===== src/rtl/sata_transport_dma_tx_if.sv =====
// Stream bundle between the host payload source, the DMA TX transport and the link layer.
// Ports: s_aixs_user_* host payload stream, m_aixs_link_* FIS stream with tuser {drop,err,keep,sop,eop}.
interface sata_transport_dma_tx_if #(
    parameter int USER_W = 8
);
    logic [31:0]       s_aixs_user_tdata;
    logic              s_aixs_user_tvalid;
    logic              s_aixs_user_tready;
    logic [31:0]       m_aixs_link_tdata;
    logic [USER_W-1:0] m_aixs_link_tuser;
    logic              m_aixs_link_tvalid;
    logic              m_aixs_link_tready;

    // Transport block side
    modport master (
        input  s_aixs_user_tdata,
        input  s_aixs_user_tvalid,
        output s_aixs_user_tready,
        output m_aixs_link_tdata,
        output m_aixs_link_tuser,
        output m_aixs_link_tvalid,
        input  m_aixs_link_tready
    );

    // Host source / link layer side
    modport slave (
        output s_aixs_user_tdata,
        output s_aixs_user_tvalid,
        input  s_aixs_user_tready,
        input  m_aixs_link_tdata,
        input  m_aixs_link_tuser,
        input  m_aixs_link_tvalid,
        output m_aixs_link_tready
    );
endinterface


===== src/rtl/sata_transport_dma_tx.sv =====
// SATA transport-layer DMA write TX: splits a command into Data FISes (0x46 header + payload).
// Ports: clk, rst (sync, active-high), cmd_start/cmd_dw_cnt, dma_active, bus (streams), busy, cmd_done, dma_err.
module sata_transport_dma_tx #(
    parameter int USER_W     = 8,
    parameter int MAX_FIS_DW = 2048
) (
    input  logic                   clk,
    input  logic                   rst,
    input  logic                   cmd_start,
    input  logic [23:0]            cmd_dw_cnt,
    input  logic                   dma_active,
    sata_transport_dma_tx_if.master bus,
    output logic                   busy,
    output logic                   cmd_done,
    output logic                   dma_err
);
    typedef enum logic [1:0] {
        IDLE,
        ARMED,
        HDR,
        DATA
    } state_t;

    localparam logic [23:0] MAX_DW = 24'(MAX_FIS_DW);

    state_t            state;
    logic [23:0]       remaining;
    logic [11:0]       fis_cnt;
    logic [11:0]       fis_len;
    logic              link_hs;
    logic [7:0]        user8;
    logic [USER_W-1:0] user;

    assign busy    = (state != IDLE);
    assign link_hs = bus.m_aixs_link_tvalid && bus.m_aixs_link_tready;
    assign fis_len = (remaining < MAX_DW) ? remaining[11:0] : MAX_DW[11:0];

    always_ff @(posedge clk) begin
        if (rst) begin
            state     <= IDLE;
            remaining <= '0;
            fis_cnt   <= '0;
            cmd_done  <= 1'b0;
            dma_err   <= 1'b0;
        end else begin
            cmd_done <= 1'b0;
            // Requests that arrive in the wrong state are dropped and flagged
            dma_err  <= (cmd_start && state != IDLE) ||
                        (dma_active && state != ARMED);
            unique case (state)
                IDLE: begin
                    if (cmd_start) begin
                        if (cmd_dw_cnt != '0) begin
                            remaining <= cmd_dw_cnt;
                            state     <= ARMED;
                        end else begin
                            cmd_done <= 1'b1;
                        end
                    end
                end
                ARMED: begin
                    if (dma_active) begin
                        fis_cnt <= fis_len;
                        state   <= HDR;
                    end
                end
                HDR: begin
                    if (bus.m_aixs_link_tready) begin
                        state <= DATA;
                    end
                end
                DATA: begin
                    if (link_hs) begin
                        fis_cnt   <= fis_cnt - 12'd1;
                        remaining <= remaining - 24'd1;
                        if (fis_cnt == 12'd1) begin
                            if (remaining == 24'd1) begin
                                state    <= IDLE;
                                cmd_done <= 1'b1;
                            end else begin
                                state <= ARMED;
                            end
                        end
                    end
                end
                default: state <= IDLE;
            endcase
        end
    end

    // Header is a fixed word; payload is a straight combinational pass-through
    always_comb begin
        bus.m_aixs_link_tdata  = '0;
        bus.m_aixs_link_tvalid = 1'b0;
        bus.s_aixs_user_tready = 1'b0;
        user8                  = '0;
        unique case (state)
            HDR: begin
                bus.m_aixs_link_tdata  = 32'h4600_0000;
                bus.m_aixs_link_tvalid = 1'b1;
                user8                  = {2'b00, 4'hF, 1'b1, 1'b0};
            end
            DATA: begin
                bus.m_aixs_link_tdata  = bus.s_aixs_user_tdata;
                bus.m_aixs_link_tvalid = bus.s_aixs_user_tvalid;
                bus.s_aixs_user_tready = bus.m_aixs_link_tready;
                user8                  = {2'b00, 4'hF, 1'b0, fis_cnt == 12'd1};
            end
            default: ;
        endcase
    end

    always_comb begin
        user      = '0;
        user[7:0] = user8;
    end

    assign bus.m_aixs_link_tuser = user;
endmodule


===== src/flat_wrapper.sv =====
// flat-port wrapper written by rule: the top's interface ports become plain ports
module sata_transport_dma_tx_flat 
#(
    parameter int USER_W     = 8,
    parameter int MAX_FIS_DW = 2048
)
  (clk, rst, cmd_start, cmd_dw_cnt, dma_active, busy, cmd_done, dma_err, bus_s_aixs_user_tdata, bus_s_aixs_user_tvalid, bus_s_aixs_user_tready, bus_m_aixs_link_tdata, bus_m_aixs_link_tuser, bus_m_aixs_link_tvalid, bus_m_aixs_link_tready);
  sata_transport_dma_tx_if #(.USER_W(USER_W)) bus_i ();
  input  logic clk;
  input  logic rst;
  input  logic cmd_start;
  input  logic [23:0] cmd_dw_cnt;
  input  logic dma_active;
  output logic busy;
  output logic cmd_done;
  output logic dma_err;
  input wire logic [$bits(bus_i.s_aixs_user_tdata)-1:0] bus_s_aixs_user_tdata;
  input wire logic [$bits(bus_i.s_aixs_user_tvalid)-1:0] bus_s_aixs_user_tvalid;
  output wire logic [$bits(bus_i.s_aixs_user_tready)-1:0] bus_s_aixs_user_tready;
  output wire logic [$bits(bus_i.m_aixs_link_tdata)-1:0] bus_m_aixs_link_tdata;
  output wire logic [$bits(bus_i.m_aixs_link_tuser)-1:0] bus_m_aixs_link_tuser;
  output wire logic [$bits(bus_i.m_aixs_link_tvalid)-1:0] bus_m_aixs_link_tvalid;
  input wire logic [$bits(bus_i.m_aixs_link_tready)-1:0] bus_m_aixs_link_tready;
  assign bus_i.s_aixs_user_tdata = bus_s_aixs_user_tdata;
  assign bus_i.s_aixs_user_tvalid = bus_s_aixs_user_tvalid;
  assign bus_s_aixs_user_tready = bus_i.s_aixs_user_tready;
  assign bus_m_aixs_link_tdata = bus_i.m_aixs_link_tdata;
  assign bus_m_aixs_link_tuser = bus_i.m_aixs_link_tuser;
  assign bus_m_aixs_link_tvalid = bus_i.m_aixs_link_tvalid;
  assign bus_i.m_aixs_link_tready = bus_m_aixs_link_tready;
  sata_transport_dma_tx #(.USER_W(USER_W), .MAX_FIS_DW(MAX_FIS_DW)) u_core (.clk(clk), .rst(rst), .cmd_start(cmd_start), .cmd_dw_cnt(cmd_dw_cnt), .dma_active(dma_active), .bus(bus_i), .busy(busy), .cmd_done(cmd_done), .dma_err(dma_err));
endmodule

===== config.mk =====
export PLATFORM = sky130hd
export DESIGN_NAME = sata_transport_dma_tx_flat
export DESIGN_NICKNAME = d
export VERILOG_FILES = /design/src/rtl/sata_transport_dma_tx_if.sv /design/src/rtl/sata_transport_dma_tx.sv /design/src/flat_wrapper.sv
export SDC_FILE = /design/constraint.sdc
export NUM_CORES = 1
export LEC_CHECK = 0
export CAP_MARGIN = 20
export CORE_ASPECT_RATIO = 0.7
export CORE_MARGIN = 2
export CORE_UTILIZATION = 47
export CTS_BUF_LIST = sky130_fd_sc_hd__clkbuf_4 sky130_fd_sc_hd__clkbuf_8
export CTS_CLUSTER_DIAMETER = 30
export DETAILED_ROUTE_END_ITERATION = 16
export GPL_TIMING_DRIVEN = 0
export PLACE_DENSITY = 0.91
export SYNTH_ARGS = -nofsm -noshare
export SYNTH_HDL_FRONTEND = slang
export SYNTH_SLANG_ARGS = --single-unit

===== constraint.sdc =====
create_clock -name clk -period 2.5 [get_ports clk]
set_input_delay 0.25 -clock clk [delete_from_list [all_inputs] [get_ports clk]]
set_output_delay 0.25 -clock clk [all_outputs]
set_load 0.05 [all_outputs]

# [Word-level counts from Yosys, hierarchy flattened]
# Index checks and enable logic that the tools add are counted.
# Widths: inputs -> output; s select.
[word_totals] ff_bits=40 input_bits=62 wordCells=58
[op_classes] n_addsub=2 magnitude_cmp=1 n_eq_ne=12 n_mux=26 n_reduce_logical=12
[op_table] cell="$mux 24" count=3
[op_table] cell="$pmux 32 s2" count=1
[op_table] cell="$pmux 24 s2" count=1
[op_table] cell="$mux 12" count=3
[op_table] cell="$eq 24x1->1 const B" count=1
[op_table] cell="$lt 24x12->1 const B" count=1
[op_table] cell="$pmux 12 s2" count=1
[op_table] cell="$reduce_bool 24->1" count=1
[op_table] cell="$sub 24x1->24 const B" count=1
[op_table] cell="$eq 12x1->1 const B" count=1
[op_table] cell="$mux 2" count=6
[op_table] cell="$pmux 6 s2" count=1
[op_table] cell="$sub 12x1->12 const B" count=1
[op_table] cell="$ne 2x1->1 const B" count=4
[op_table] cell="$pmux 2 s4" count=1
[op_table] cell="$mux 1" count=7
[op_table] cell="$ne 2x2->1 const B" count=3
[op_table] cell="$reduce_and 6->1" count=1
[op_table] cell="$reduce_bool 2->1" count=3
[op_table] cell="$eq 2x2->1 const B" count=2
[op_table] cell="$pmux 1 s2" count=2
[op_table] cell="$reduce_and 4->1" count=1
[op_table] cell="$logic_and 1x1->1" count=3
[op_table] cell="$reduce_and 3->1" count=1
[op_table] cell="3 further kinds" count=3

# [Logic depth before layout (Yosys ltp)]
# Gate-level depths: netlist of the first run.
[logic_depth] ltp_word=5 mapped_depth=8 depth_no_buf=7

# [Worst setup path after synthesis of the first run]
# No wires, ideal clock.
[synth_path] kind="register -> register" from="reg u_core.state[0]" to="reg u_core.remaining[16]" t_arrival_ps=2255 setup_slack_ps=152 path_stages_with_launch=9 path_buffers=1 synth_period_minus_slack_ps=2348 path_cell_list="dfxtp_1 -> inv_1 -> ha_1 -> o21ai_0 -> nand2_1 -> a21boi_1 -> nand2_1 -> buf_1 -> o32ai_1"
[synth_via] elab_chain_len=5 word_cells_on_any_way=11
[synth_lines] element="from (decl)" line_no="sata_transport_dma_tx.sv:26" source="state_t state;"
[synth_lines] element="from (signal assigned)" line_no="sata_transport_dma_tx.sv:40" source="state <= IDLE;"
[synth_lines] element="from (signal assigned)" line_no="sata_transport_dma_tx.sv:55" source="state <= ARMED;"
[synth_lines] element="from (signal assigned)" line_no="sata_transport_dma_tx.sv:64" source="state <= HDR;"
[synth_lines] element="$eq 2x2->1 (on tied branches)" line_no="sata_transport_dma_tx.sv:50, sata_transport_dma_tx.sv:97"
[synth_lines] element="$pmux 1 s2" line_no="sata_transport_dma_tx.sv:97" source="unique case (state)"
[synth_lines] element="$logic_and 1x1->1" line_no="sata_transport_dma_tx.sv:35" source="assign link_hs = bus.m_aixs_link_tvalid && bus.m_aixs_link_tready;"
[synth_lines] element="$ne 2x1->1 (no source line)"
[synth_lines] element="$reduce_and 4->1 (no source line)"
[synth_lines] element="to (signal assigned)" line_no="sata_transport_dma_tx.sv:54" source="remaining <= cmd_dw_cnt;"
[synth_lines] element="to (signal assigned)" line_no="sata_transport_dma_tx.sv:75" source="remaining <= remaining - 24'd1;"
[synth_lines] element="to (decl)" line_no="sata_transport_dma_tx.sv:27" source="logic [23:0] remaining;"
# Several ways; a longest one is shown, not always the timed one.
# A chain may end at the register's enable or synchronous reset.

# [Worst setup path after layout of the first run]
[layout_path] from="reg u_core.remaining[0]" to="reg u_core.remaining[20]"
[layout_via] elab_chain_len=3
[layout_lines] element="$sub 24x1->24" line_no="sata_transport_dma_tx.sv:75"
[layout_lines] element="$mux 24" line_no="sata_transport_dma_tx.sv:73" source="if (link_hs) begin"
[layout_lines] element="$pmux 24 s2" line_no="sata_transport_dma_tx.sv:50" source="unique case (state)"
# Every way passes these cells. The select of a mux whose other input is x is not followed.

==> results of run 1 <==
==> registers in the layout, summed over array words and instances (netlist names) <==
| register | cells |
|---|---|
| u_core.remaining | 24 |
| u_core.fis_cnt | 12 |
| u_core.cmd_done | 1 |
| u_core.state | 2 |
| u_core.dma_err | 1 |
==> cells by family (layout without fill, tap and decap cells) <==
group / count (synthesis) / in the layout / share of synthesized area
simple gates: 152 / 152 / 0.286
fa+ha+maj: 8 / 8 / 0.0335
mux: 2 / 2 / 0.00671
compound gates: 141 / 141 / 0.329
other cells: 1 / 2 / 0.00126
buf+inv: 54 / 166 / 0.0754
flops: 40 / 40 / 0.268
==> routing by layer <==
metal  track usage  up-vias
met4         0.111        0
li1              -     1731
met1         0.436     1781
met5             0        -
met3        0.0958       89
met2         0.477      367
==> layout by cell type (no fill, tap or decap), types with 8 or more instances in the layout <==
master / n
o31ai_1: 20
buf_2: 32
a21oi_1: 36
o21ai_0: 15
nor3_1: 16
clkdlybuf4s50_1: 64
dfxtp_1: 40
o311ai_0: 10
clkbuf_2: 8
nand2_1: 16
a22oi_1: 8
nor4_1: 14
and2_1: 31
nor2_1: 31
inv_1: 18
clkbuf_1: 10
==> power by group <==
part	switching [mW]	total (mW)	internal (mW)
sequential	0.288	1.14	0.854
clock	0.245	0.553	0.307
combinational	1.76	2.65	0.893
==> metrics by stage <==
stage          worst slack, ns  TNS (ns)  hold WS [ns]
3_3_place_gp            -0.950    -30.53         0.469
2_1_floorplan            0.152         0         0.398
4_1_cts                0.00460         0         0.490
3_5_place_dp            -0.956    -32.00         0.482
5_1_grt                 -0.117     -1.29         0.530
6_report                0.0355         0         0.497
==> worst min-delay path: cells and delay by family (launching register included) <==
kind	cells	cell delay, ns
AOI/OAI and AO/OA	2	0.13
DFF	1	0.33
==> layout make-up <==
class,instances,area (µm²),share of cell area
clock buffers,6,76.3,0.0182
inverters,19,71.3,0.0170
repair buffers,105,912,0.218
well taps,78,97.6,0.0233
multi-input cells,305,2010,0.480
flip-flops and latches,40,801,0.191
plain buffers,34,183,0.0436
clock inverters,2,35.0,0.00837
==> worst max-delay path by stage <==
stage	end	start	cells past startpoint	slack, ns
CTS	bus_m_aixs_link_tdata[10]	u_core.state[1]$_SDFFE_PP0P_	6	0.005
floorplan	u_core.remaining[16]$_SDFFE_PP0P_	u_core.state[0]$_SDFFE_PP0P_	8	0.15
finish	u_core.remaining[20]$_SDFFE_PP0P_	u_core.remaining[0]$_SDFFE_PP0P_	7	0.04
detailed placement	bus_m_aixs_link_tvalid	u_core.state[1]$_SDFFE_PP0P_	7	-0.96
global route	u_core.fis_cnt[3]$_SDFFE_PP0P_	u_core.state[0]$_SDFFE_PP0P_	7	-0.12
global placement	bus_m_aixs_link_tdata[26]	u_core.state[1]$_SDFFE_PP0P_	7	-0.95
==> repair_timing <==
item                                    CTS  global route
endpoints found under the setup margin   63            66
buffers inserted                          0             1
pin swaps                                 0             1
resized for setup                       127            78
==> results_dict.tcl, run 1 <==
set metrics [dict create \
    start_util 0.483 \
    post-dp-hpwl_um 8450 \
    synth_top_area_share 0.268 \
    holdPathEnd "u_core.remaining[19]$_SDFFE_PP0P_" \
    crit_arrival_ns 2.63 \
    area_delta_synth_final_pct 40.2 \
    wl_um 11700 \
    timing.critical_path.buf_inv 1 \
    cts_max_level 2 \
    cts_root_buf "clkbuf_8" \
    finalHoldViolations 0 \
    clk_pin_slew_ns 0.09 \
    grt_pass1_wl_um 17900 \
    min_from "u_core.remaining[19]$_SDFFE_PP0P_" \
    io_buffers 104 \
    cts_max_path_buffers 2 \
    syn-instance-count 398 \
    maxCapViolCount 0 \
    ctsHoldBuffers 0 \
    r2r_slack_ns 0.04 \
    fp-row-count 24 \
    power_density_nw_per_um2 1040 \
    yosysMostFrequentCell "dfxtp_1" \
    finalCritPeriodShare 0.986 \
    design_area_um2 4190 \
    r2r-end "u_core.remaining[20]$_SDFFE_PP0P_" \
    slew_headroom 0.538 \
    syn_area_per_cell_um2 7.50 \
    crit_required_ns 2.67 \
    synth_edf_count 0 \
    r2r_start "u_core.remaining[0]$_SDFFE_PP0P_" \
    first_pass_iters 6 \
    power_mw 4.35 \
    worst_pin_slew_ns 0.694 \
    cts_buffers 5 \
    hold_path.class "reg -> reg" \
    cp_slowest_cell "or3b_2" \
    synth_area_leaders "dfxtp_1, and2_1, a21oi_1, o31ai_1, nor2_1" \
    ys.flop_type "dfxtp_1" \
    cp_max_fo 5 \
    drcViolationCount 0 \
    dr_wl_met3_um 1810 \
    m1WireLength_um 4650 \
    io_pins 107 \
    vdd_drop_max_mv 0.454 \
    report.final.slew_viol_count 0 \
    min_path_cells 2 \
    clk_latency_ns 0.31 \
    crit_path_cell_trace "inv_1 -> ha_1 -> or3b_2 -> nor4_2 -> a21oi_1 -> o311ai_1 -> o31ai_1" \
    synth_top_area_cell "dfxtp_1" \
    leakage_nw 1.73 \
    dr.max_layer_used "met4" \
    crit_type "reg -> reg" \
    die_area_um2 7020 \
    max_freq_ghz 0.406 \
    vias 3968 \
    clock_sinks 40 \
    period_minus_slack_ns 2.46 \
    status "complete, no violations" \
    start_kind "flip-flop" \
    drt-wirelength-per-cell_um 19.9 \
    cts_tree "done" \
    gp_congestion 0.982 \
    r2r_cells 7 \
    core_area_um2 6190 \
    drive_gt1_frac 0.164 \
    utilization 0.677 \
    fin_cells 589 \
    track_usage 0.318 \
    vias_per_cell 6.74 \
    finalSetupViolCount 0 \
    gr-total-overflow 0 \
    seq_area_frac_synth 0.268 \
    antenna_found_initial 0 \
    grt_start_max_net_pins 13 \
    met2_length_um 4770 \
    dieWidth_um 99.3 \
    n_antenna_cell 0 \
    synth_cell_types 57 \
    fill_cells 535 \
    dpl_cell_area_um2 4130 \
    final.setup_skew_ns 0.0118 \
    ys_async_sr_fraction 0 \
    drt-initial-drc-count 780 \
    dieHeight_um 70.7 \
    crit_path_end_kind "flip-flop" \
    slowest_delay_ns 0.53 \
    synth_common_cells "dfxtp_1, a21oi_1, and2_1, nor2_1, clkbuf_1" \
    final_nets 580 \
    ys_ff_latch 40 \
    syn_area_um2 2990 \
    dp_cells 581 \
    path_delay_family "simple AND/OR/NAND/NOR gates" \
    grt_pass1_vias 3586 \
    synth.yosys.warnings 0 \
    antenna_left 0 \
]
No activity file was read; power rests on OpenSTA's default activity.
==> run 2, diff against run 1 <==
Settings changed: CTS_CLUSTER_SIZE set to 10.
==> results of run 2 <==
No change in the layout: final DEF, timing and power equal those of run 1.
==> run 3, diff against run 2 <==
Settings changed: PLACE_DENSITY 0.91 to not set, PLACE_DENSITY_LB_ADDON set to 0.12.
==> run 3 against run 2 <==
Effect of this change:
- worst setup slack better by 0.037 ns
- maximum frequency grew 1.5%
- combinational power about the same
- non-clock buffer count stayed put
- clock-buffer cell count down 1
- first-iteration DRC count down 33%
- wire length shrank 5.1%
- sequential cell count unchanged
- register-to-register slack better by 0.04 ns
- final cell count is the same
- critical endpoint unchanged
- highest routed layer unchanged
==> results_dict.tcl, run 3 (synthesis results as in run 1) <==
set metrics [dict create \
    crit_type "reg -> reg" \
    antenna_left 0 \
    largest_reg_flops 24 \
    start_kind "flip-flop" \
    wl_um 11100 \
    grt_pass1_vias 3539 \
    clk_pin_slew_ns 0.09 \
    cp_max_fo 5 \
    power_density_nw_per_um2 1080 \
    antenna_found_initial 0 \
    drcViolationCount 0 \
    cts_tree "done" \
    maxCapViolCount 0 \
    vias 3822 \
    grt_start_max_net_pins 14 \
    worst_pin_slew_ns 0.696 \
    place_ws_ns -0.917 \
    met2_length_um 4750 \
    seq_area_um2 801 \
    clock_sinks 40 \
    path_delay_family "simple AND/OR/NAND/NOR gates" \
    period_minus_slack_ns 2.43 \
    crit_path_cell_trace "inv_1 -> ha_1 -> or3b_2 -> nor4_2 -> a21oi_1 -> o311ai_1 -> o31ai_1" \
    post-dp-hpwl_um 8260 \
    hold_path.class "reg -> reg" \
    slowest_delay_ns 0.52 \
    cts_max_path_buffers 2 \
    start_util 0.483 \
    grt_pass1_wl_um 17500 \
    clk_latency_ns 0.30 \
    final_cell_mix "clkdlybuf4s50_1, dfxtp_1, buf_2" \
    drt-wirelength-per-cell_um 18.9 \
    final.setup.worst_slack_ns 0.0725 \
    finalHoldViolations 0 \
    crit_arrival_ns 2.58 \
    crit_path_end_kind "flip-flop" \
    status "complete, no violations" \
    finalCritPeriodShare 0.971 \
    layout_commonest_cell "clkdlybuf4s50_1" \
    die_area_um2 7020 \
    ctsHoldBuffers 0 \
    cts_max_level 2 \
    gr-total-overflow 0 \
    fp-row-count 24 \
    drt-initial-drc-count 524 \
    final.setup_skew_ns 0.0132 \
    track_usage 0.307 \
    first_pass_iters 5 \
    vias_per_cell 6.49 \
    leakage_nw 1.73 \
    dieHeight_um 70.7 \
    setup.worst_path.start "u_core.remaining[0]$_SDFFE_PP0P_" \
    vdd_drop_max_mv 0.560 \
    reg.largest.list "u_core.remaining x24, u_core.fis_cnt x12, u_core.state x2" \
    io_buffers 104 \
    fin_hold_ws_ns 0.492 \
    cts_buffers 5 \
    cts_root_buf "clkbuf_8" \
    rsz0062_at_grt "true" \
    timing.critical_path.buf_inv 1 \
    multiInputGateArea_um2 2020 \
    io_pins 107 \
    core_area_um2 6190 \
    finalSetupViolCount 0 \
    dp_cells 581 \
    n_antenna_cell 0 \
    crit_required_ns 2.65 \
    min_from "u_core.fis_cnt[8]$_SDFFE_PP0P_" \
    r2r_start "u_core.remaining[0]$_SDFFE_PP0P_" \
    dr.max_layer_used "met4" \
    m1WireLength_um 4560 \
    dr_wl_met3_um 1560 \
    area_delta_synth_final_pct 40.7 \
    slew_headroom 0.531 \
    max_freq_ghz 0.412 \
    drive_gt1_frac 0.164 \
    fin_cells 589 \
    fill_cells 533 \
    top_register "u_core.remaining" \
    gp_congestion 0.960 \
    dieWidth_um 99.3 \
    report.final.slew_viol_count 0 \
    final_nets 580 \
    cp_slowest_cell "nor4_2" \
]
==> run 3: power by group <==
part | internal (mW) | switching [mW] | total, mW
Clock | 0.500 | 0.247 | 0.746
Combinational | 0.907 | 1.75 | 2.65
Sequential | 0.854 | 0.272 | 1.13
Total | 2.26 | 2.27 | 4.53
==> run 3: metrics by stage <==
| step | instance area [µm²] | utilization | power, mW | TNS, ns |
|---|---|---|---|---|
| CTS | 4370 | 0.706 | 4.38 | 0 |
| finish | 4200 | 0.679 | 4.53 | 0 |
| detailed placement | 4130 | 0.667 | 3.62 | -33.89 |
| global placement | 4130 | 0.667 | 3.59 | -29.31 |
| global route | 4200 | 0.679 | 4.77 | -0.0627 |
| floorplan | 2990 | - | 2.83 | 0 |
==> run 3: worst paths after layout <==
path	depth (start not counted)	slack [ns]	to
setup reg to reg	7	0.07	u_core.remaining[20]$_SDFFE_PP0P_
setup / recovery	7	0.07	u_core.remaining[20]$_SDFFE_PP0P_
hold reg to reg	2	0.49	u_core.fis_cnt[8]$_SDFFE_PP0P_
hold / removal	2	0.49	u_core.fis_cnt[8]$_SDFFE_PP0P_
==> run 3: area by class of cell <==
cell class              count  area share
inverters                  19      0.0170
clock inverters             3      0.0215
plain buffers              34      0.0432
clock buffers               5      0.0164
repair buffers            105       0.208
flip-flops and latches     40       0.191
multi-input cells         305       0.480
well taps                  78      0.0232
==> run 3: worst register-to-register path, delay by kind of cell, from the launching register on <==
family / cells / cell delay [ns]
buf+inv: 1 / 0.13
fa+ha+maj: 1 / 0.23
compound gates: 3 / 0.55
simple gates: 2 / 1.03
flops: 1 / 0.35
==> run 3: timing repair <==
| action | CTS | global route |
|---|---|---|
| hold endpoints to repair | 0 | 0 |
| pin swaps | 0 | 1 |
| gates resized for setup | 127 | 87 |
| setup endpoints to repair | 64 | 56 |
| setup buffers | 0 | 1 |
==> run 3: metal layers <==
layer / vias up / GRT usage
li1: 1738 / -
met1: 1721 / 0.440
met2: 328 / 0.473
met3: 35 / 0.0731
met4: 0 / 0.0639
met5: - / 0
